--- src/rtl/echo_filter_pkg.sv ---
// Shared types and default constants for the echo pulse-width filter.
// Holds the FSM state encoding and the default parameter values used by
// echo_filter and echo_ring.
package echo_filter_pkg;

    // Filter state: EMPTY waits for a seed sample, RUN averages the ring.
    typedef enum logic [0:0] {
        ST_EMPTY = 1'b0,
        ST_RUN   = 1'b1
    } state_e;

    localparam int unsigned DEF_WIDTH         = 32;
    localparam int unsigned DEF_DEPTH_LOG2    = 2;
    localparam int unsigned DEF_MIN_CYCLES    = 100;
    localparam int unsigned DEF_MAX_CYCLES    = 200000;
    localparam int unsigned DEF_STALE_CYCLES  = 1200000;
    localparam int unsigned DEF_OUTLIER_DELTA = 2000;

endpackage

--- src/rtl/echo_ring.sv ---
// Ring buffer of 2^DEPTH_LOG2 samples for the echo filter.
// Ports:
//   clk, rst     - clock and synchronous active-high reset
//   wr_en_i      - overwrite the oldest entry with wr_data_i, advance pointer
//   seed_en_i    - write wr_data_i to every entry, pointer back to 0
//   wr_data_i    - sample to store
//   oldest_o     - entry that the next write will overwrite
module echo_ring
    import echo_filter_pkg::*;
#(
    parameter int unsigned WIDTH      = DEF_WIDTH,
    parameter int unsigned DEPTH_LOG2 = DEF_DEPTH_LOG2
) (
    input  logic             clk,
    input  logic             rst,
    input  logic             wr_en_i,
    input  logic             seed_en_i,
    input  logic [WIDTH-1:0] wr_data_i,
    output logic [WIDTH-1:0] oldest_o
);

    localparam int unsigned DEPTH = 1 << DEPTH_LOG2;

    logic [WIDTH-1:0]      mem_q [DEPTH];
    logic [WIDTH-1:0]      mem_d [DEPTH];
    logic [DEPTH_LOG2-1:0] ptr_q, ptr_d;

    assign oldest_o = mem_q[ptr_q];

    always_comb begin
        mem_d = mem_q;
        ptr_d = ptr_q;
        if (seed_en_i) begin
            for (int i = 0; i < DEPTH; i++) begin
                mem_d[i] = wr_data_i;
            end
            ptr_d = '0;
        end else if (wr_en_i) begin
            mem_d[ptr_q] = wr_data_i;
            ptr_d        = ptr_q + 1'b1;  // wraps modulo DEPTH
        end
    end

    always_ff @(posedge clk) begin
        if (rst) begin
            for (int i = 0; i < DEPTH; i++) begin
                mem_q[i] <= '0;
            end
            ptr_q <= '0;
        end else begin
            mem_q <= mem_d;
            ptr_q <= ptr_d;
        end
    end

endmodule

--- src/rtl/echo_filter.sv ---
// Echo pulse-width filter: range check, optional outlier rejection, moving
// average over 2^DEPTH_LOG2 accepted samples, stale-data timeout.
// Optional feature macro: ECHO_OUTLIER_REJECT_EN (outlier rejection in RUN).
// Ports:
//   clk, rst    - clock and synchronous active-high reset
//   in_valid    - one-cycle strobe with a new measurement in in_cycles
//   in_cycles   - echo pulse width in clk cycles
//   out_valid   - one-cycle strobe, out_cycles updated (two cycles after input)
//   out_cycles  - moving average of accepted samples
//   out_stale   - no sample accepted for STALE_CYCLES
//   rej_count   - saturating count of rejected samples
module echo_filter
    import echo_filter_pkg::*;
#(
    parameter int unsigned WIDTH         = DEF_WIDTH,
    parameter int unsigned DEPTH_LOG2    = DEF_DEPTH_LOG2,
    parameter int unsigned MIN_CYCLES    = DEF_MIN_CYCLES,
    parameter int unsigned MAX_CYCLES    = DEF_MAX_CYCLES,
    parameter int unsigned STALE_CYCLES  = DEF_STALE_CYCLES,
    parameter int unsigned OUTLIER_DELTA = DEF_OUTLIER_DELTA
) (
    input  logic             clk,
    input  logic             rst,
    input  logic             in_valid,
    input  logic [WIDTH-1:0] in_cycles,
    output logic             out_valid,
    output logic [WIDTH-1:0] out_cycles,
    output logic             out_stale,
    output logic [7:0]       rej_count
);

    localparam int unsigned SUM_W  = WIDTH + DEPTH_LOG2;
    localparam int unsigned IDLE_W = $clog2(STALE_CYCLES + 1);

    localparam logic [WIDTH-1:0]  MIN_W   = WIDTH'(MIN_CYCLES);
    localparam logic [WIDTH-1:0]  MAX_W   = WIDTH'(MAX_CYCLES);
    localparam logic [IDLE_W-1:0] STALE_W = IDLE_W'(STALE_CYCLES);

    // Stage 1: registered input sample
    logic             s1_valid_q;
    logic [WIDTH-1:0] s1_cycles_q;

    // Stage 2: filter state
    state_e            state_q, state_d;
    logic [SUM_W-1:0]  sum_q, sum_d;
    logic [IDLE_W-1:0] idle_q, idle_d;
    logic              stale_q, stale_d;
    logic              out_valid_q, out_valid_d;
    logic [7:0]        rej_q, rej_d;

    logic [WIDTH-1:0] avg;
    logic [WIDTH-1:0] oldest;
    logic             in_range;
    logic             accept;
    logic             reseed;

    assign avg = sum_q[SUM_W-1:DEPTH_LOG2];

`ifdef ECHO_OUTLIER_REJECT_EN
    localparam logic [WIDTH-1:0] DELTA_W = WIDTH'(OUTLIER_DELTA);

    logic [1:0]       ocnt_q, ocnt_d;
    logic [WIDTH-1:0] diff;
    logic             outlier;

    always_comb begin
        diff    = (s1_cycles_q >= avg) ? (s1_cycles_q - avg) : (avg - s1_cycles_q);
        outlier = (state_q == ST_RUN) && (diff > DELTA_W);
    end

    always_ff @(posedge clk) begin
        if (rst) begin
            ocnt_q <= '0;
        end else begin
            ocnt_q <= ocnt_d;
        end
    end
`else
    logic [31:0] unused_delta;
    assign unused_delta = OUTLIER_DELTA;
`endif

    assign in_range = (s1_cycles_q >= MIN_W) && (s1_cycles_q <= MAX_W);

    // Acceptance decision for the sample in stage 1
    always_comb begin
        accept = 1'b0;
        reseed = 1'b0;
`ifdef ECHO_OUTLIER_REJECT_EN
        ocnt_d = ocnt_q;
        if (s1_valid_q && in_range) begin
            if (outlier && (ocnt_q != 2'd2)) begin
                ocnt_d = ocnt_q + 2'd1;
            end else begin
                // Third consecutive outlier reseeds the window at the new level
                accept = 1'b1;
                reseed = (state_q == ST_EMPTY) || outlier;
                ocnt_d = '0;
            end
        end
`else
        if (s1_valid_q && in_range) begin
            accept = 1'b1;
            reseed = (state_q == ST_EMPTY);
        end
`endif
    end

    always_comb begin
        state_d     = state_q;
        sum_d       = sum_q;
        idle_d      = idle_q;
        stale_d     = stale_q;
        out_valid_d = 1'b0;
        rej_d       = rej_q;

        if (s1_valid_q && !accept && (rej_q != 8'hff)) begin
            rej_d = rej_q + 8'd1;
        end

        if (accept) begin
            // Acceptance wins over a coincident stale timeout
            out_valid_d = 1'b1;
            state_d     = ST_RUN;
            idle_d      = '0;
            stale_d     = 1'b0;
            if (reseed) begin
                sum_d = SUM_W'(s1_cycles_q) << DEPTH_LOG2;
            end else begin
                sum_d = sum_q + SUM_W'(s1_cycles_q) - SUM_W'(oldest);
            end
        end else begin
            if (idle_q != STALE_W) begin
                idle_d = idle_q + 1'b1;
            end
            if (idle_d == STALE_W) begin
                stale_d = 1'b1;
                state_d = ST_EMPTY;
            end
        end
    end

    always_ff @(posedge clk) begin
        if (rst) begin
            s1_valid_q  <= 1'b0;
            s1_cycles_q <= '0;
            state_q     <= ST_EMPTY;
            sum_q       <= '0;
            idle_q      <= '0;
            stale_q     <= 1'b1;
            out_valid_q <= 1'b0;
            rej_q       <= '0;
        end else begin
            s1_valid_q  <= in_valid;
            s1_cycles_q <= in_cycles;
            state_q     <= state_d;
            sum_q       <= sum_d;
            idle_q      <= idle_d;
            stale_q     <= stale_d;
            out_valid_q <= out_valid_d;
            rej_q       <= rej_d;
        end
    end

    echo_ring #(
        .WIDTH     (WIDTH),
        .DEPTH_LOG2(DEPTH_LOG2)
    ) u_ring (
        .clk      (clk),
        .rst      (rst),
        .wr_en_i  (accept && !reseed),
        .seed_en_i(accept && reseed),
        .wr_data_i(s1_cycles_q),
        .oldest_o (oldest)
    );

    assign out_valid  = out_valid_q;
    assign out_cycles = avg;
    assign out_stale  = stale_q;
    assign rej_count  = rej_q;

endmodule

--- config.mk ---
export PLATFORM = sky130hd
export DESIGN_NAME = echo_filter
export DESIGN_NICKNAME = d
export VERILOG_FILES = /design/src/rtl/echo_filter_pkg.sv /design/src/rtl/echo_ring.sv /design/src/rtl/echo_filter.sv
export SDC_FILE = /design/constraint.sdc
export NUM_CORES = 1
export LEC_CHECK = 0
export CAP_MARGIN = 20
export CELL_PAD_IN_SITES_DETAIL_PLACEMENT = 1
export CELL_PAD_IN_SITES_GLOBAL_PLACEMENT = 1
export CORE_MARGIN = 4
export CORE_UTILIZATION = 49
export CTS_CLUSTER_SIZE = 10
export DETAILED_ROUTE_END_ITERATION = 8
export PLACE_DENSITY_LB_ADDON = 0.1
export SLEW_MARGIN = 20
export SYNTH_ARGS = -nofsm -noshare
export SYNTH_HDL_FRONTEND = slang
export SYNTH_SLANG_ARGS = --single-unit
--- constraint.sdc ---
create_clock -name clk -period 9.75 [get_ports clk]
set_input_delay 2.4375 -clock clk [delete_from_list [all_inputs] [get_ports clk]]
set_output_delay 2.4375 -clock clk [all_outputs]
set_load 0.02 [all_outputs]
==> impl_results.html, run 1 <==
<table>
<tr><th>Metric</th><th>Value</th></tr>
<tr><th colspan="2">Outcome</th></tr>
<tr><td>Result of the run</td><td>finished clean</td></tr>
<tr><th colspan="2">Logic synthesis</th></tr>
<tr><td>Area contributors post-synth</td><td>sky130_fd_sc_hd__dfxtp_1, sky130_fd_sc_hd__mux4_2, sky130_fd_sc_hd__nand2_1</td></tr>
<tr><td>Top cell type by total area after synthesis</td><td>sky130_fd_sc_hd__dfxtp_1</td></tr>
<tr><td>Count of mapped cells out of synthesis</td><td>1,321</td></tr>
<tr><td>Cell with the most instances after synthesis</td><td>sky130_fd_sc_hd__dfxtp_1</td></tr>
<tr><td>Yosys synthesis warning count</td><td>0</td></tr>
<tr><td>Most used flip-flop cell after synthesis</td><td>sky130_fd_sc_hd__dfxtp_1</td></tr>
<tr><td>Count of flip-flops with a built-in enable after synthesis</td><td>0</td></tr>
<tr><td>Sequential area share after synthesis</td><td>38.9%</td></tr>
<tr><td>Count of unique library cells instantiated by Yosys</td><td>62</td></tr>
<tr><td>Share of flip-flops with an asynchronous set or reset</td><td>0%</td></tr>
<tr><td>Syn Area/Cell</td><td>8.92 um^2</td></tr>
<tr><td>Post-synth design cell area</td><td>11,800 um^2</td></tr>
<tr><td>Post-synth top cells</td><td>sky130_fd_sc_hd__dfxtp_1, sky130_fd_sc_hd__nand2_1, sky130_fd_sc_hd__inv_1, sky130_fd_sc_hd__a21oi_1, sky130_fd_sc_hd__nor2_1</td></tr>
<tr><td>Proportion of netlist area held by the largest area contributor</td><td>38.9%</td></tr>
<tr><td>Net count after synthesis</td><td>1,429</td></tr>
<tr><td>#FFs+latches synth</td><td>229</td></tr>
<tr><th colspan="2">Layout</th></tr>
<tr><td>Diodes inserted</td><td>0</td></tr>
<tr><td>Post-layout instance area</td><td>13,200 um^2</td></tr>
<tr><td>Area overhead of the layout relative to synthesis</td><td>11.9%</td></tr>
<tr><td>Final cell utilization of the core</td><td>56.0%</td></tr>
<tr><td>Filler cell count</td><td>2,732</td></tr>
<tr><td>Area of all sequential standard cells</td><td>4590 um^2</td></tr>
<tr><td>Footprint of the multi-input gates</td><td>6110 um^2</td></tr>
<tr><td>Fraction of layout cells with a size suffix above 1</td><td>6.78%</td></tr>
<tr><td>Number of nets at the end of the flow</td><td>1,445</td></tr>
<tr><th colspan="2">Die</th></tr>
<tr><td>Top-level I/O count</td><td>77</td></tr>
<tr><td>X dimension of the die</td><td>163 um</td></tr>
<tr><td>Starting density of the core</td><td>50.0%</td></tr>
<tr><td>Vertical die dimension</td><td>163 um</td></tr>
<tr><td>Site row count</td><td>56</td></tr>
<tr><td>DIE AREA</td><td>26,600 um^2</td></tr>
<tr><td>Core Region</td><td>23,500 um^2</td></tr>
<tr><th colspan="2">Placed design</th></tr>
<tr><td>Final HPWL DP</td><td>21.7 mm</td></tr>
<tr><td>Placed cell area</td><td>12,400 um^2</td></tr>
<tr><td>Final GP Congestion</td><td>0.815</td></tr>
<tr><td>Setup slack at placement</td><td>5030 ps</td></tr>
<tr><td>Number of port buffers</td><td>76</td></tr>
<tr><th colspan="2">Clock tree</th></tr>
<tr><td>Post-CTS setup-driven buffer insertion count</td><td>0</td></tr>
<tr><td>Clock root buffer master</td><td>sky130_fd_sc_hd__clkbuf_16</td></tr>
<tr><td>Hold Buf Count CTS</td><td>0</td></tr>
<tr><td>Clock-pin slew on the worst setup and hold paths</td><td>60 ps</td></tr>
<tr><td>Clock latency of the later-clocked register in the worst-skew pair</td><td>560 ps</td></tr>
<tr><td>Total number of H-tree levels</td><td>1</td></tr>
<tr><td>TritonCTS clock tree</td><td>done</td></tr>
<tr><td>Clk buf depth</td><td>3</td></tr>
<tr><td>Num CTS Buffers</td><td>27</td></tr>
<tr><td>Sink count of the clock tree</td><td>229</td></tr>
<tr><td>Post-cts resize count</td><td>0</td></tr>
<tr><th colspan="2">Setup path</th></tr>
<tr><td>Capturing point of the worst reg2reg path</td><td>sum_q[25]$_SDFFE_PP0P_</td></tr>
<tr><td>Crit path kind</td><td>flip-flop to flip-flop</td></tr>
<tr><td>Type of element capturing the critical path</td><td>flip-flop</td></tr>
<tr><td>Nature of the critical path startpoint</td><td>flip-flop</td></tr>
<tr><td>Reg2reg setup slack</td><td>5060 ps</td></tr>
<tr><td>Path depth of the worst reg2reg path</td><td>14</td></tr>
<tr><td>Worst reg2reg startpoint</td><td>u_ring.ptr_q[0]$_SDFFE_PP0P_</td></tr>
<tr><td>Arrival time of the worst setup path</td><td>5100 ps</td></tr>
<tr><td>Req. time, crit path</td><td>10,160 ps</td></tr>
<tr><td>Worst-path fanout max</td><td>36</td></tr>
<tr><th colspan="2">Power and ir drop</th></tr>
<tr><td>Static leakage</td><td>4.95 nW</td></tr>
<tr><td>Internal Pwr Total</td><td>1.58 mW</td></tr>
<tr><td>Logic gate share of total power</td><td>10.6%</td></tr>
<tr><td>Peak ir drop on the vdd network</td><td>0.000113 V</td></tr>
<tr><td>Pwr/cell area</td><td>159 nW/um^2</td></tr>
<tr><td>Switching power</td><td>0.522 mW</td></tr>
<tr><td>Sw Share</td><td>24.9%</td></tr>
<tr><td>Reg power frac</td><td>45.9%</td></tr>
<tr><td>Share of total power in the clock network</td><td>43.5%</td></tr>
<tr><th colspan="2">STA</th></tr>
<tr><td>Minimum clock period</td><td>4690 ps</td></tr>
<tr><td>Count of final setup violators</td><td>0</td></tr>
<tr><td>Worst-case clock skew</td><td>29.2 ps</td></tr>
<tr><td>Final critical-path setup slack</td><td>5060 ps</td></tr>
<tr><td>Timing-limited maximum frequency</td><td>0.213 GHz</td></tr>
<tr><td>Portion of the clock cycle consumed by the worst path in the final layout</td><td>48.1%</td></tr>
<tr><td>Final hold violation count</td><td>0</td></tr>
<tr><td>Setup TNS Final</td><td>0 ps</td></tr>
<tr><td>Relative slew slack</td><td>31.8%</td></tr>
<tr><td>RSZ-0062 raised after global routing</td><td>false</td></tr>
<tr><td>Transition time of the tightest slew-check pin</td><td>1020 ps</td></tr>
<tr><td>Count of final max-slew check failures</td><td>0</td></tr>
<tr><td>Worst hold-check slack</td><td>449 ps</td></tr>
<tr><th colspan="2">Routing</th></tr>
<tr><td>Via density</td><td>5.43</td></tr>
<tr><td>DRT antenna net count</td><td>0</td></tr>
<tr><td>Routed wire length</td><td>31.0 mm</td></tr>
<tr><td>Iteration count of the initial detailed-routing pass</td><td>4</td></tr>
<tr><td>Vias</td><td>9,021</td></tr>
<tr><td>Number of remaining DRC errors</td><td>0</td></tr>
<tr><td>Starting DRT DRC Count</td><td>485</td></tr>
<tr><td>Drt wl/cell</td><td>18.7 um</td></tr>
<tr><th colspan="2">Hold path</th></tr>
<tr><td>Worst hold path type</td><td>flip-flop to flip-flop</td></tr>
<tr><td>Destination of the worst hold path</td><td>u_ring.mem_q[35]$_SDFFE_PP0P_</td></tr>
<tr><td>Depth of the worst hold-timing path</td><td>2</td></tr>
<tr><td>Hold path startpoint</td><td>u_ring.mem_q[35]$_SDFFE_PP0P_</td></tr>
<tr><th colspan="2">Global routing</th></tr>
<tr><td>Total congestion overflow after global routing</td><td>0</td></tr>
<tr><td>First-pass GRT wire length</td><td>50.4 mm</td></tr>
<tr><td>Vias in the first global route</td><td>9,600</td></tr>
<tr><td>Largest net degree at the start of global routing</td><td>73</td></tr>
<tr><td>Initial antenna violation count</td><td>0</td></tr>
<tr><td>GR Util All Layers</td><td>23.5%</td></tr>
<tr><th colspan="2">Job</th></tr>
<tr><td>Max-cap check violation count</td><td>0</td></tr>
</table>
-- registers in the layout, indices dropped and copies added, names as in the netlist --
signal / count
out_stale: 1
sum_q: 34
s1_valid_q: 1
idle_q: 21
u_ring.mem_q: 128
state_q: 1
out_valid: 1
u_ring.ptr_q: 2
rej_count: 8
s1_cycles_q: 32
-- power by group through the flow --
stage | logic (mW) | registers, mW | clock network [mW]
2_1_floorplan | 0.164 | 0.975 | 0
3_3_place_gp | 0.216 | 0.982 | 0
3_5_place_dp | 0.220 | 0.982 | 0
4_1_cts | 0.222 | 0.962 | 0.936
5_1_grt | 0.249 | 0.963 | 0.975
6_report | 0.222 | 0.963 | 0.913
-- worst max path at each step --
stage                            startpoint                      to  cells after the start
2_1_floorplan  u_ring.ptr_q[0]$_SDFFE_PP0P_  sum_q[17]$_SDFFE_PP0P_                     15
3_3_place_gp   u_ring.ptr_q[0]$_SDFFE_PP0P_  sum_q[25]$_SDFFE_PP0P_                     14
3_5_place_dp   u_ring.ptr_q[0]$_SDFFE_PP0P_  sum_q[25]$_SDFFE_PP0P_                     14
4_1_cts        u_ring.ptr_q[0]$_SDFFE_PP0P_  sum_q[25]$_SDFFE_PP0P_                     14
5_1_grt        u_ring.ptr_q[0]$_SDFFE_PP0P_  sum_q[25]$_SDFFE_PP0P_                     14
6_report       u_ring.ptr_q[0]$_SDFFE_PP0P_  sum_q[25]$_SDFFE_PP0P_                     14
-- metrics by stage --
stage / power (mW) / std cells
after global placement: 1.20 / 1627
after floorplan: 1.14 / 1321
after CTS: 2.12 / 1661
after detailed placement: 1.20 / 1627
final: 2.10 / 1661
after global routing: 2.19 / 1661
-- layout by cell type (no fill, tap or decap), drive strengths merged, types with 32 or more instances in the layout --
cell,instances
ha,41
mux4,32
o21ai,54
nor2,71
clkdlybuf4s50,75
nand2,186
inv,133
nor2b,38
clkbuf,32
fa,32
a21oi,117
dfxtp,229
and2,63
-- metal layers --
layer | part of all wire (%) | GRT usage (%)
met1 | 48 | 32.7
met2 | 47 | 39.5
met3 | 3.2 | 3.05
met4 | 1.7 | 4.69
met5 | 0 | 0
-- kinds of logic (layout without fill, tap and decap cells) --
| family | after synthesis | after routing | synth area share, % |
|---|---|---|---|
| compound gates | 259 | 259 | 13.2 |
| buf+inv | 230 | 251 | 9.20 |
| mux | 41 | 41 | 6.88 |
| fa+ha+maj | 73 | 73 | 9.79 |
| flops | 229 | 229 | 38.9 |
| xor+xnor | 54 | 54 | 4.02 |
| simple gates | 435 | 435 | 18.0 |
-- layout make-up --
class	instances	area share, %
multi-input cells	862	46.4
clock buffers	32	5.42
well taps	319	3.03
flip-flops and latches	229	34.8
repair buffers	84	6.21
inverters	133	3.79
clock inverters	2	0.380
-- worst max-delay path: stages, from the launching register on --
cell and delay, ps:
sky130_fd_sc_hd__dfxtp_2 310, sky130_fd_sc_hd__buf_4 560, sky130_fd_sc_hd__mux4_2 600, sky130_fd_sc_hd__fa_1 490, sky130_fd_sc_hd__inv_1 70, sky130_fd_sc_hd__ha_1 310
sky130_fd_sc_hd__a211oi_1 320, sky130_fd_sc_hd__o21bai_1 120, sky130_fd_sc_hd__a21o_1 230, sky130_fd_sc_hd__a31o_2 320, sky130_fd_sc_hd__a21oi_1 400, sky130_fd_sc_hd__o21ai_0 260
sky130_fd_sc_hd__a21boi_0 250, sky130_fd_sc_hd__xor2_1 190, sky130_fd_sc_hd__o22ai_1 90
No activity file was read; power rests on OpenSTA's default activity.
==> inputs of run 2 (changes only) <==
- CORE_UTILIZATION: 49 -> 46
- clock period: 9.75 -> 4.4 ns (I/O delays scaled with it)
==> run 2 against run 1 <==
Wire length up 3.9%. Hold slack better by 4.2 ps. Register-to-register slack worse by 4800 ps. Sequential share of layout area down 0.69 points. Utilization down 2.6 points. Critical path type unchanged.
==> impl_results.html, run 2 (synthesized netlist as in run 1, its figures left out) <==
<table>
<tr><th>Metric</th><th>Value</th></tr>
<tr><th colspan="2">Outcome</th></tr>
<tr><td>Result of the run</td><td>finished clean (unchanged)</td></tr>
<tr><th colspan="2">Global routing</th></tr>
<tr><td>Vias in the first global route</td><td>9,645 (was 9,600)</td></tr>
<tr><td>First-pass GRT wire length</td><td>52.0 mm (was 50.4 mm)</td></tr>
<tr><td>Initial antenna violation count</td><td>0 (unchanged)</td></tr>
<tr><td>Total congestion overflow after global routing</td><td>0 (unchanged)</td></tr>
<tr><td>Largest net degree at the start of global routing</td><td>73 (unchanged)</td></tr>
<tr><td>GR Util All Layers</td><td>22.5% (was 23.5%)</td></tr>
<tr><th colspan="2">STA</th></tr>
<tr><td>Portion of the clock cycle consumed by the worst path in the final layout</td><td>94.3% (was 48.1%)</td></tr>
<tr><td>Worst-case clock skew</td><td>32.6 ps (was 29.2 ps)</td></tr>
<tr><td>Relative slew slack</td><td>34.2% (was 31.8%)</td></tr>
<tr><td>Final critical-path setup slack</td><td>253 ps (was 5060 ps)</td></tr>
<tr><td>Minimum clock period</td><td>4150 ps (was 4690 ps)</td></tr>
<tr><td>RSZ-0062 raised after global routing</td><td>false (unchanged)</td></tr>
<tr><td>Setup TNS Final</td><td>0 ps (unchanged)</td></tr>
<tr><td>Count of final max-slew check failures</td><td>0 (unchanged)</td></tr>
<tr><td>Final hold violation count</td><td>0 (unchanged)</td></tr>
<tr><td>Timing-limited maximum frequency</td><td>0.241 GHz (was 0.213 GHz)</td></tr>
<tr><td>Transition time of the tightest slew-check pin</td><td>987 ps (was 1020 ps)</td></tr>
<tr><td>Count of final setup violators</td><td>0 (unchanged)</td></tr>
<tr><td>Worst hold-check slack</td><td>453 ps (was 449 ps)</td></tr>
<tr><th colspan="2">Layout</th></tr>
<tr><td>Number of nets at the end of the flow</td><td>1,466 (was 1,445)</td></tr>
<tr><td>Fraction of layout cells with a size suffix above 1</td><td>8.48% (was 6.78%)</td></tr>
<tr><td>Number of standard cells in the final layout excluding fillers</td><td>1,698 (was 1,661)</td></tr>
<tr><td>Diodes inserted</td><td>0 (unchanged)</td></tr>
<tr><td>Area overhead of the layout relative to synthesis</td><td>14.2% (was 11.9%)</td></tr>
<tr><td>Number of flip-flops in the largest register</td><td>128 (unchanged)</td></tr>
<tr><td>Biggest regs</td><td>u_ring.mem_q: 128 flops, sum_q: 34 flops, s1_cycles_q: 32 flops (unchanged)</td></tr>
<tr><td>Area of all sequential standard cells</td><td>4590 um^2 (about the same)</td></tr>
<tr><td>Most frequent standard cell in the layout excluding fill and tap cells</td><td>sky130_fd_sc_hd__dfxtp_1 (unchanged)</td></tr>
<tr><td>Register ranked first by flip-flop count</td><td>u_ring.mem_q (unchanged)</td></tr>
<tr><td>Filler cell count</td><td>2,884 (was 2,732)</td></tr>
<tr><td>Footprint of the multi-input gates</td><td>6120 um^2 (was 6110 um^2)</td></tr>
<tr><td>Highest-count cells in the layout ignoring fill and taps</td><td>sky130_fd_sc_hd__dfxtp_1, sky130_fd_sc_hd__nand2_1, sky130_fd_sc_hd__inv_1 (unchanged)</td></tr>
<tr><th colspan="2">Die</th></tr>
<tr><td>Site row count</td><td>58 (was 56)</td></tr>
<tr><td>Top-level I/O count</td><td>77 (unchanged)</td></tr>
<tr><td>Vertical die dimension</td><td>168 um (was 163 um)</td></tr>
<tr><td>Starting density of the core</td><td>46.8% (was 50.0%)</td></tr>
<tr><td>X dimension of the die</td><td>168 um (was 163 um)</td></tr>
<tr><td>Core Region</td><td>25,200 um^2 (was 23,500 um^2)</td></tr>
<tr><td>DIE AREA</td><td>28,200 um^2 (was 26,600 um^2)</td></tr>
<tr><th colspan="2">Clock tree</th></tr>
<tr><td>Clock-pin slew on the worst setup and hold paths</td><td>60 ps (about the same)</td></tr>
<tr><td>Num CTS Buffers</td><td>28 (was 27)</td></tr>
<tr><td>Clk buf depth</td><td>3 (unchanged)</td></tr>
<tr><td>Total number of H-tree levels</td><td>1 (unchanged)</td></tr>
<tr><td>TritonCTS clock tree</td><td>done (unchanged)</td></tr>
<tr><td>Clock latency of the later-clocked register in the worst-skew pair</td><td>560 ps (about the same)</td></tr>
<tr><td>Sink count of the clock tree</td><td>229 (unchanged)</td></tr>
<tr><td>Clock root buffer master</td><td>sky130_fd_sc_hd__clkbuf_16 (unchanged)</td></tr>
<tr><th colspan="2">Routing</th></tr>
<tr><td>DRT antenna net count</td><td>0 (unchanged)</td></tr>
<tr><td>Iteration count of the initial detailed-routing pass</td><td>4 (unchanged)</td></tr>
<tr><td>Drt wl/cell</td><td>19.0 um (was 18.7 um)</td></tr>
<tr><td>Via density</td><td>5.40 (was 5.43)</td></tr>
<tr><td>Starting DRT DRC Count</td><td>530 (was 485)</td></tr>
<tr><td>Number of remaining DRC errors</td><td>0 (unchanged)</td></tr>
<tr><td>Vias</td><td>9,165 (was 9,021)</td></tr>
<tr><td>Routed wire length</td><td>32.2 mm (was 31.0 mm)</td></tr>
<tr><th colspan="2">Hold path</th></tr>
<tr><td>Worst hold path type</td><td>flip-flop to flip-flop (unchanged)</td></tr>
<tr><th colspan="2">Setup path</th></tr>
<tr><td>Arrival time of the worst setup path</td><td>4540 ps (was 5100 ps)</td></tr>
<tr><td>Critical path's largest stage delay</td><td>570 ps (was 600 ps)</td></tr>
<tr><td>CP max stage cell</td><td>sky130_fd_sc_hd__mux4_2 (unchanged)</td></tr>
<tr><td>Worst path buffer plus inverter count</td><td>1 (was 2)</td></tr>
<tr><td>Req. time, crit path</td><td>4790 ps (was 10,160 ps)</td></tr>
<tr><td>Cell repeated most along the worst path</td><td>sky130_fd_sc_hd__o21ai_0</td></tr>
<tr><td>Crit path kind</td><td>flip-flop to flip-flop (unchanged)</td></tr>
<tr><td>Worst-path fanout max</td><td>7 (was 36)</td></tr>
<tr><td>Nature of the critical path startpoint</td><td>flip-flop (unchanged)</td></tr>
<tr><td>Type of element capturing the critical path</td><td>flip-flop (unchanged)</td></tr>
<tr><td>Series of cell instances along the critical path</td><td>mux4_2, fa_1, inv_1, fa_1, a211oi_2, o21ai_0, a21oi_1, o31a_1, o21ai_0, a21oi_1, o21ai_0, xnor2_1, o22ai_1 (was buf_4, mux4_2, fa_1, inv_1, ha_1, a211oi_1, o21bai_1, a21o_1, a31o_2, a21oi_1, o21ai_0, a21boi_0, xor2_1, o22ai_1)</td></tr>
<tr><td>Critical path's top delay family</td><td>compound AO/OA/AOI/OAI gates (unchanged)</td></tr>
<tr><th colspan="2">Placed design</th></tr>
<tr><td>Number of port buffers</td><td>76 (unchanged)</td></tr>
<tr><td>Setup slack at placement</td><td>64.9 ps (was 5030 ps)</td></tr>
<tr><td>Final GP Congestion</td><td>0.818 (was 0.815)</td></tr>
<tr><td>Final HPWL DP</td><td>23.2 mm (was 21.7 mm)</td></tr>
<tr><td>Placed instance count</td><td>1,657 (was 1,627)</td></tr>
<tr><th colspan="2">Power and ir drop</th></tr>
<tr><td>Pwr/cell area</td><td>351 nW/um^2 (was 159 nW/um^2)</td></tr>
<tr><td>Peak ir drop on the vdd network</td><td>0.000285 V (was 0.000113 V)</td></tr>
<tr><td>Static leakage</td><td>5.09 nW (was 4.95 nW)</td></tr>
<tr><th colspan="2">Job</th></tr>
<tr><td>Max-cap check violation count</td><td>0 (unchanged)</td></tr>
</table>
-- run 2: changes by cell type in the layout (fill, tap and decap cells not counted), moves of 2 or more --
cell                        previous run  this run
sky130_fd_sc_hd__buf_4                 9        25
sky130_fd_sc_hd__buf_12                0         3
sky130_fd_sc_hd__clkbuf_1              3         6
sky130_fd_sc_hd__clkbuf_16            27        29
-- run 2: tightest hold or removal path, stage by stage (launching register included) --
cell                      delay (ps)
sky130_fd_sc_hd__dfxtp_1         310
sky130_fd_sc_hd__nand2_1          50
sky130_fd_sc_hd__a21oi_1          50
-- run 2: final timing paths --
check / from / slack [ps] / endpoint / cells after the start
max: u_ring.ptr_q[0]$_SDFFE_PP0P_ / 250 / sum_q[26]$_SDFFE_PP0P_ / 13
min: u_ring.mem_q[108]$_SDFFE_PP0P_ / 450 / u_ring.mem_q[108]$_SDFFE_PP0P_ / 2
max reg2reg: u_ring.ptr_q[0]$_SDFFE_PP0P_ / 250 / sum_q[26]$_SDFFE_PP0P_ / 13
min reg2reg: u_ring.mem_q[108]$_SDFFE_PP0P_ / 450 / u_ring.mem_q[108]$_SDFFE_PP0P_ / 2
-- run 2: timing repair --
action	4_1_cts	5_1_grt
buffers inserted	0	0
resized for setup	0	3
setup endpoints to repair	0	11
hold buffers	0	0
-- run 2: per-stage QoR --
stage	total power, mW	utilization (%)	area [um^2]
floorplan	2.52	-	11800
global placement	2.67	50.1	12600
detailed placement	2.68	50.1	12600
CTS	4.76	53.3	13400
global route	4.92	53.4	13500
finish	4.72	53.4	13500
-- run 2: area by class of cell --
type	instances	share of cell area [%]
Clock inverter	3	0.326
Timing Repair Buffer	104	7.61
Sequential cell	229	34.1
Inverter	133	3.71
Multi-Input combinational cell	862	45.5
Clock buffer	37	5.68
Tap cell	330	3.07
-- run 2: layer usage --
layer	global-route usage (%)	part of all wire [%]
met1	32.2	49
met2	36.6	46
met3	3.24	3.5
met4	4.62	1.9
met5	0	0
-- run 2: report_power, final --
part	switching [mW]	internal (mW)	leakage (nW)
clock network	0.869	1.20	0.393
registers	0.0300	2.10	1.85
logic	0.300	0.220	2.84
==> inputs of run 3 (changes only) <==
- GPL_TIMING_DRIVEN: unset -> 0
==> run 3 against run 2 <==
Clock power about the same. Sequential power about the same. Global-route usage up 1.2 points. Total power up 0.40%. Final area up 3.1%. Sequential cell count unchanged. Final cell count up 4.2%. Wire length up 4.1%. Sequential share of layout area down 1.0 points. First-iteration DRC count down 17%. Register-to-register slack worse by 80 ps. Critical endpoint is now sum_q[31]$_SDFFE_PP0P_.
==> impl_results.html, run 3 (synthesized netlist as in run 1, its figures left out) <==
<table>
<tr><th>Metric</th><th>Value</th></tr>
<tr><th colspan="2">Global routing</th></tr>
<tr><td>Vias in the first global route</td><td>10,200 (was 9,645)</td></tr>
<tr><td>Total congestion overflow after global routing</td><td>0 (unchanged)</td></tr>
<tr><td>Initial antenna violation count</td><td>0 (unchanged)</td></tr>
<tr><td>First-pass GRT wire length</td><td>54.3 mm (was 52.0 mm)</td></tr>
<tr><td>Largest net degree at the start of global routing</td><td>17 (was 73)</td></tr>
<tr><td>GR Util All Layers</td><td>23.7% (was 22.5%)</td></tr>
<tr><th colspan="2">Setup path</th></tr>
<tr><td>Worst-path fanout max</td><td>10 (was 7)</td></tr>
<tr><td>Critical path's largest stage delay</td><td>590 ps (was 570 ps)</td></tr>
<tr><td>Series of cell instances along the critical path</td><td>buf_6, buf_6, mux4_2, fa_1, inv_1, ha_1, clkbuf_1, nand2_1, o21a_1, a21oi_1, o211ai_1, and2_1, a311oi_1, o21ai_0, mux2i_1, o21ai_0 (was mux4_2, fa_1, inv_1, fa_1, a211oi_2, o21ai_0, a21oi_1, o31a_1, o21ai_0, a21oi_1, o21ai_0, xnor2_1, o22ai_1)</td></tr>
<tr><td>CP max stage cell</td><td>sky130_fd_sc_hd__mux4_2 (unchanged)</td></tr>
<tr><td>Type of element capturing the critical path</td><td>flip-flop (unchanged)</td></tr>
<tr><td>Req. time, crit path</td><td>4800 ps (was 4790 ps)</td></tr>
<tr><td>Arrival time of the worst setup path</td><td>4630 ps (was 4540 ps)</td></tr>
<tr><td>Crit path kind</td><td>flip-flop to flip-flop (unchanged)</td></tr>
<tr><td>Nature of the critical path startpoint</td><td>flip-flop (unchanged)</td></tr>
<tr><th colspan="2">Routing</th></tr>
<tr><td>Vias</td><td>9,480 (was 9,165)</td></tr>
<tr><td>Number of remaining DRC errors</td><td>0 (unchanged)</td></tr>
<tr><td>Routed wire length</td><td>33.6 mm (was 32.2 mm)</td></tr>
<tr><td>Starting DRT DRC Count</td><td>438 (was 530)</td></tr>
<tr><td>Drt wl/cell</td><td>19.0 um (about the same)</td></tr>
<tr><td>DRT antenna net count</td><td>0 (unchanged)</td></tr>
<tr><td>Iteration count of the initial detailed-routing pass</td><td>4 (unchanged)</td></tr>
<tr><td>Via density</td><td>5.36 (was 5.40)</td></tr>
<tr><th colspan="2">STA</th></tr>
<tr><td>Relative slew slack</td><td>48.9% (was 34.2%)</td></tr>
<tr><td>Final hold violation count</td><td>0 (unchanged)</td></tr>
<tr><td>Setup TNS Final</td><td>0 ps (unchanged)</td></tr>
<tr><td>Worst-case clock skew</td><td>42.4 ps (was 32.6 ps)</td></tr>
<tr><td>Transition time of the tightest slew-check pin</td><td>765 ps (was 987 ps)</td></tr>
<tr><td>Count of final setup violators</td><td>0 (unchanged)</td></tr>
<tr><td>Portion of the clock cycle consumed by the worst path in the final layout</td><td>96.1% (was 94.3%)</td></tr>
<tr><td>Minimum clock period</td><td>4230 ps (was 4150 ps)</td></tr>
<tr><td>Timing-limited maximum frequency</td><td>0.236 GHz (was 0.241 GHz)</td></tr>
<tr><td>Count of final max-slew check failures</td><td>0 (unchanged)</td></tr>
<tr><th colspan="2">Layout</th></tr>
<tr><td>Fraction of layout cells with a size suffix above 1</td><td>11.3% (was 8.48%)</td></tr>
<tr><td>Final cell utilization of the core</td><td>55.1% (was 53.4%)</td></tr>
<tr><td>Register ranked first by flip-flop count</td><td>u_ring.mem_q (unchanged)</td></tr>
<tr><td>Biggest regs</td><td>u_ring.mem_q: 128 flops, sum_q: 34 flops, s1_cycles_q: 32 flops (unchanged)</td></tr>
<tr><td>Number of nets at the end of the flow</td><td>1,536 (was 1,466)</td></tr>
<tr><td>Diodes inserted</td><td>0 (unchanged)</td></tr>
<tr><td>Post-layout instance area</td><td>13,900 um^2 (was 13,500 um^2)</td></tr>
<tr><td>Highest-count cells in the layout ignoring fill and taps</td><td>sky130_fd_sc_hd__dfxtp_1, sky130_fd_sc_hd__nand2_1, sky130_fd_sc_hd__inv_1 (unchanged)</td></tr>
<tr><td>Most frequent standard cell in the layout excluding fill and tap cells</td><td>sky130_fd_sc_hd__dfxtp_1 (unchanged)</td></tr>
<tr><td>Number of flip-flops in the largest register</td><td>128 (unchanged)</td></tr>
<tr><td>Number of standard cells in the final layout excluding fillers</td><td>1,769 (was 1,698)</td></tr>
<tr><td>Area overhead of the layout relative to synthesis</td><td>17.7% (was 14.2%)</td></tr>
<tr><th colspan="2">Hold path</th></tr>
<tr><td>Worst hold path type</td><td>flip-flop to flip-flop (unchanged)</td></tr>
<tr><th colspan="2">Die</th></tr>
<tr><td>Site row count</td><td>58 (unchanged)</td></tr>
<tr><td>Core Region</td><td>25,200 um^2 (unchanged)</td></tr>
<tr><td>Starting density of the core</td><td>46.8% (unchanged)</td></tr>
<tr><td>Top-level I/O count</td><td>77 (unchanged)</td></tr>
<tr><td>DIE AREA</td><td>28,200 um^2 (unchanged)</td></tr>
<tr><td>Vertical die dimension</td><td>168 um (unchanged)</td></tr>
<tr><td>X dimension of the die</td><td>168 um (unchanged)</td></tr>
<tr><th colspan="2">Placed design</th></tr>
<tr><td>Placed cell area</td><td>13,000 um^2 (was 12,600 um^2)</td></tr>
<tr><td>Number of port buffers</td><td>76 (unchanged)</td></tr>
<tr><td>Final GP Congestion</td><td>0.830 (was 0.818)</td></tr>
<tr><td>Final HPWL DP</td><td>25.0 mm (was 23.2 mm)</td></tr>
<tr><td>Placed instance count</td><td>1,727 (was 1,657)</td></tr>
<tr><th colspan="2">Power and ir drop</th></tr>
<tr><td>Peak ir drop on the vdd network</td><td>0.000272 V (was 0.000285 V)</td></tr>
<tr><td>Static leakage</td><td>5.33 nW (was 5.09 nW)</td></tr>
<tr><td>Power, Total</td><td>4.73 mW (was 4.72 mW)</td></tr>
<tr><td>Pwr/cell area</td><td>341 nW/um^2 (was 351 nW/um^2)</td></tr>
<tr><th colspan="2">Clock tree</th></tr>
<tr><td>Num CTS Buffers</td><td>28 (unchanged)</td></tr>
<tr><td>TritonCTS clock tree</td><td>done (unchanged)</td></tr>
<tr><td>Sink count of the clock tree</td><td>229 (unchanged)</td></tr>
<tr><td>Clock latency of the later-clocked register in the worst-skew pair</td><td>570 ps (was 560 ps)</td></tr>
<tr><td>Clk buf depth</td><td>3 (unchanged)</td></tr>
<tr><td>Hold Buf Count CTS</td><td>0 (unchanged)</td></tr>
<tr><td>Total number of H-tree levels</td><td>1 (unchanged)</td></tr>
<tr><td>Clock-pin slew on the worst setup and hold paths</td><td>60 ps (about the same)</td></tr>
<tr><td>Clock root buffer master</td><td>sky130_fd_sc_hd__clkbuf_16 (unchanged)</td></tr>
<tr><th colspan="2">Job</th></tr>
<tr><td>Max-cap check violation count</td><td>0 (unchanged)</td></tr>
<tr><th colspan="2">Outcome</th></tr>
<tr><td>Result of the run</td><td>finished clean (unchanged)</td></tr>
</table>
==> run 3: changes by cell type in the layout (fill, tap and decap cells not counted), moves of 3 or more <==
cell	previous run	this run
sky130_fd_sc_hd__clkbuf_2	0	3
sky130_fd_sc_hd__buf_4	25	42
sky130_fd_sc_hd__clkbuf_1	6	38
sky130_fd_sc_hd__buf_6	0	10
sky130_fd_sc_hd__o21ai_1	3	8
sky130_fd_sc_hd__buf_12	3	0
sky130_fd_sc_hd__buf_2	0	8
sky130_fd_sc_hd__o21ai_0	46	41
sky130_fd_sc_hd__a21oi_1	116	112
sky130_fd_sc_hd__a21oi_2	1	5
==> run 3: timing repair <==
action	4_1_cts	5_1_grt
resized for setup	20	19
pin swaps	0	2
endpoints found under the setup margin	23	14
setup buffers	0	2
==> run 3: stage by stage <==
stage               hold WS, ps  worst slack (ps)
finish                      452               170
detailed placement          439              -785
global placement            435              -741
CTS                         452              27.7
global route                465             -1.38
floorplan                   424              91.9
==> run 3: area by class of cell <==
type,count,area [um^2]
Inverter,133,499
Timing Repair Buffer,78,776
Multi-Input combinational cell,862,6160
Tap cell,330,413
Sequential cell,229,4580
Buffer,96,618
Clock buffer,37,764
Fill cell,2934,11300
Clock inverter,4,45.0
==> run 3: layer usage <==
metal  GRT usage, %  wire length [um]  vias up
met5              0                 0        -
met1           32.8             15700     4688
met3           3.17              1280       46
li1               -                 -     4581
met2           40.3             15900      165
met4           4.66               654        0
==> run 3: report_power, final <==
part	total, mW	internal (mW)	switching, mW
Clock	2.07	1.20	0.873
Sequential	2.13	2.10	0.0338
Combinational	0.530	0.227	0.303
Total	4.73	3.52	1.21
==> run 3: worst paths after layout <==
path | startpoint | endpoint | slack (ps) | depth (start not counted)
worst max-delay path | u_ring.ptr_q[0]$_SDFFE_PP0P_ | sum_q[31]$_SDFFE_PP0P_ | 170 | 16
worst min-delay path | u_ring.mem_q[10]$_SDFFE_PP0P_ | u_ring.mem_q[10]$_SDFFE_PP0P_ | 450 | 2
worst max register to register | u_ring.ptr_q[0]$_SDFFE_PP0P_ | sum_q[31]$_SDFFE_PP0P_ | 170 | 16
worst min register to register | u_ring.mem_q[10]$_SDFFE_PP0P_ | u_ring.mem_q[10]$_SDFFE_PP0P_ | 450 | 2
==> run 3: worst max-delay path: cells and delay by family, from the launching register on <==
family          cells  cell delay (ps)
flops               1              390
buf+inv             4              750
simple gates        2              290
mux                 2              760
fa+ha+maj           2              760
compound gates      6             1080
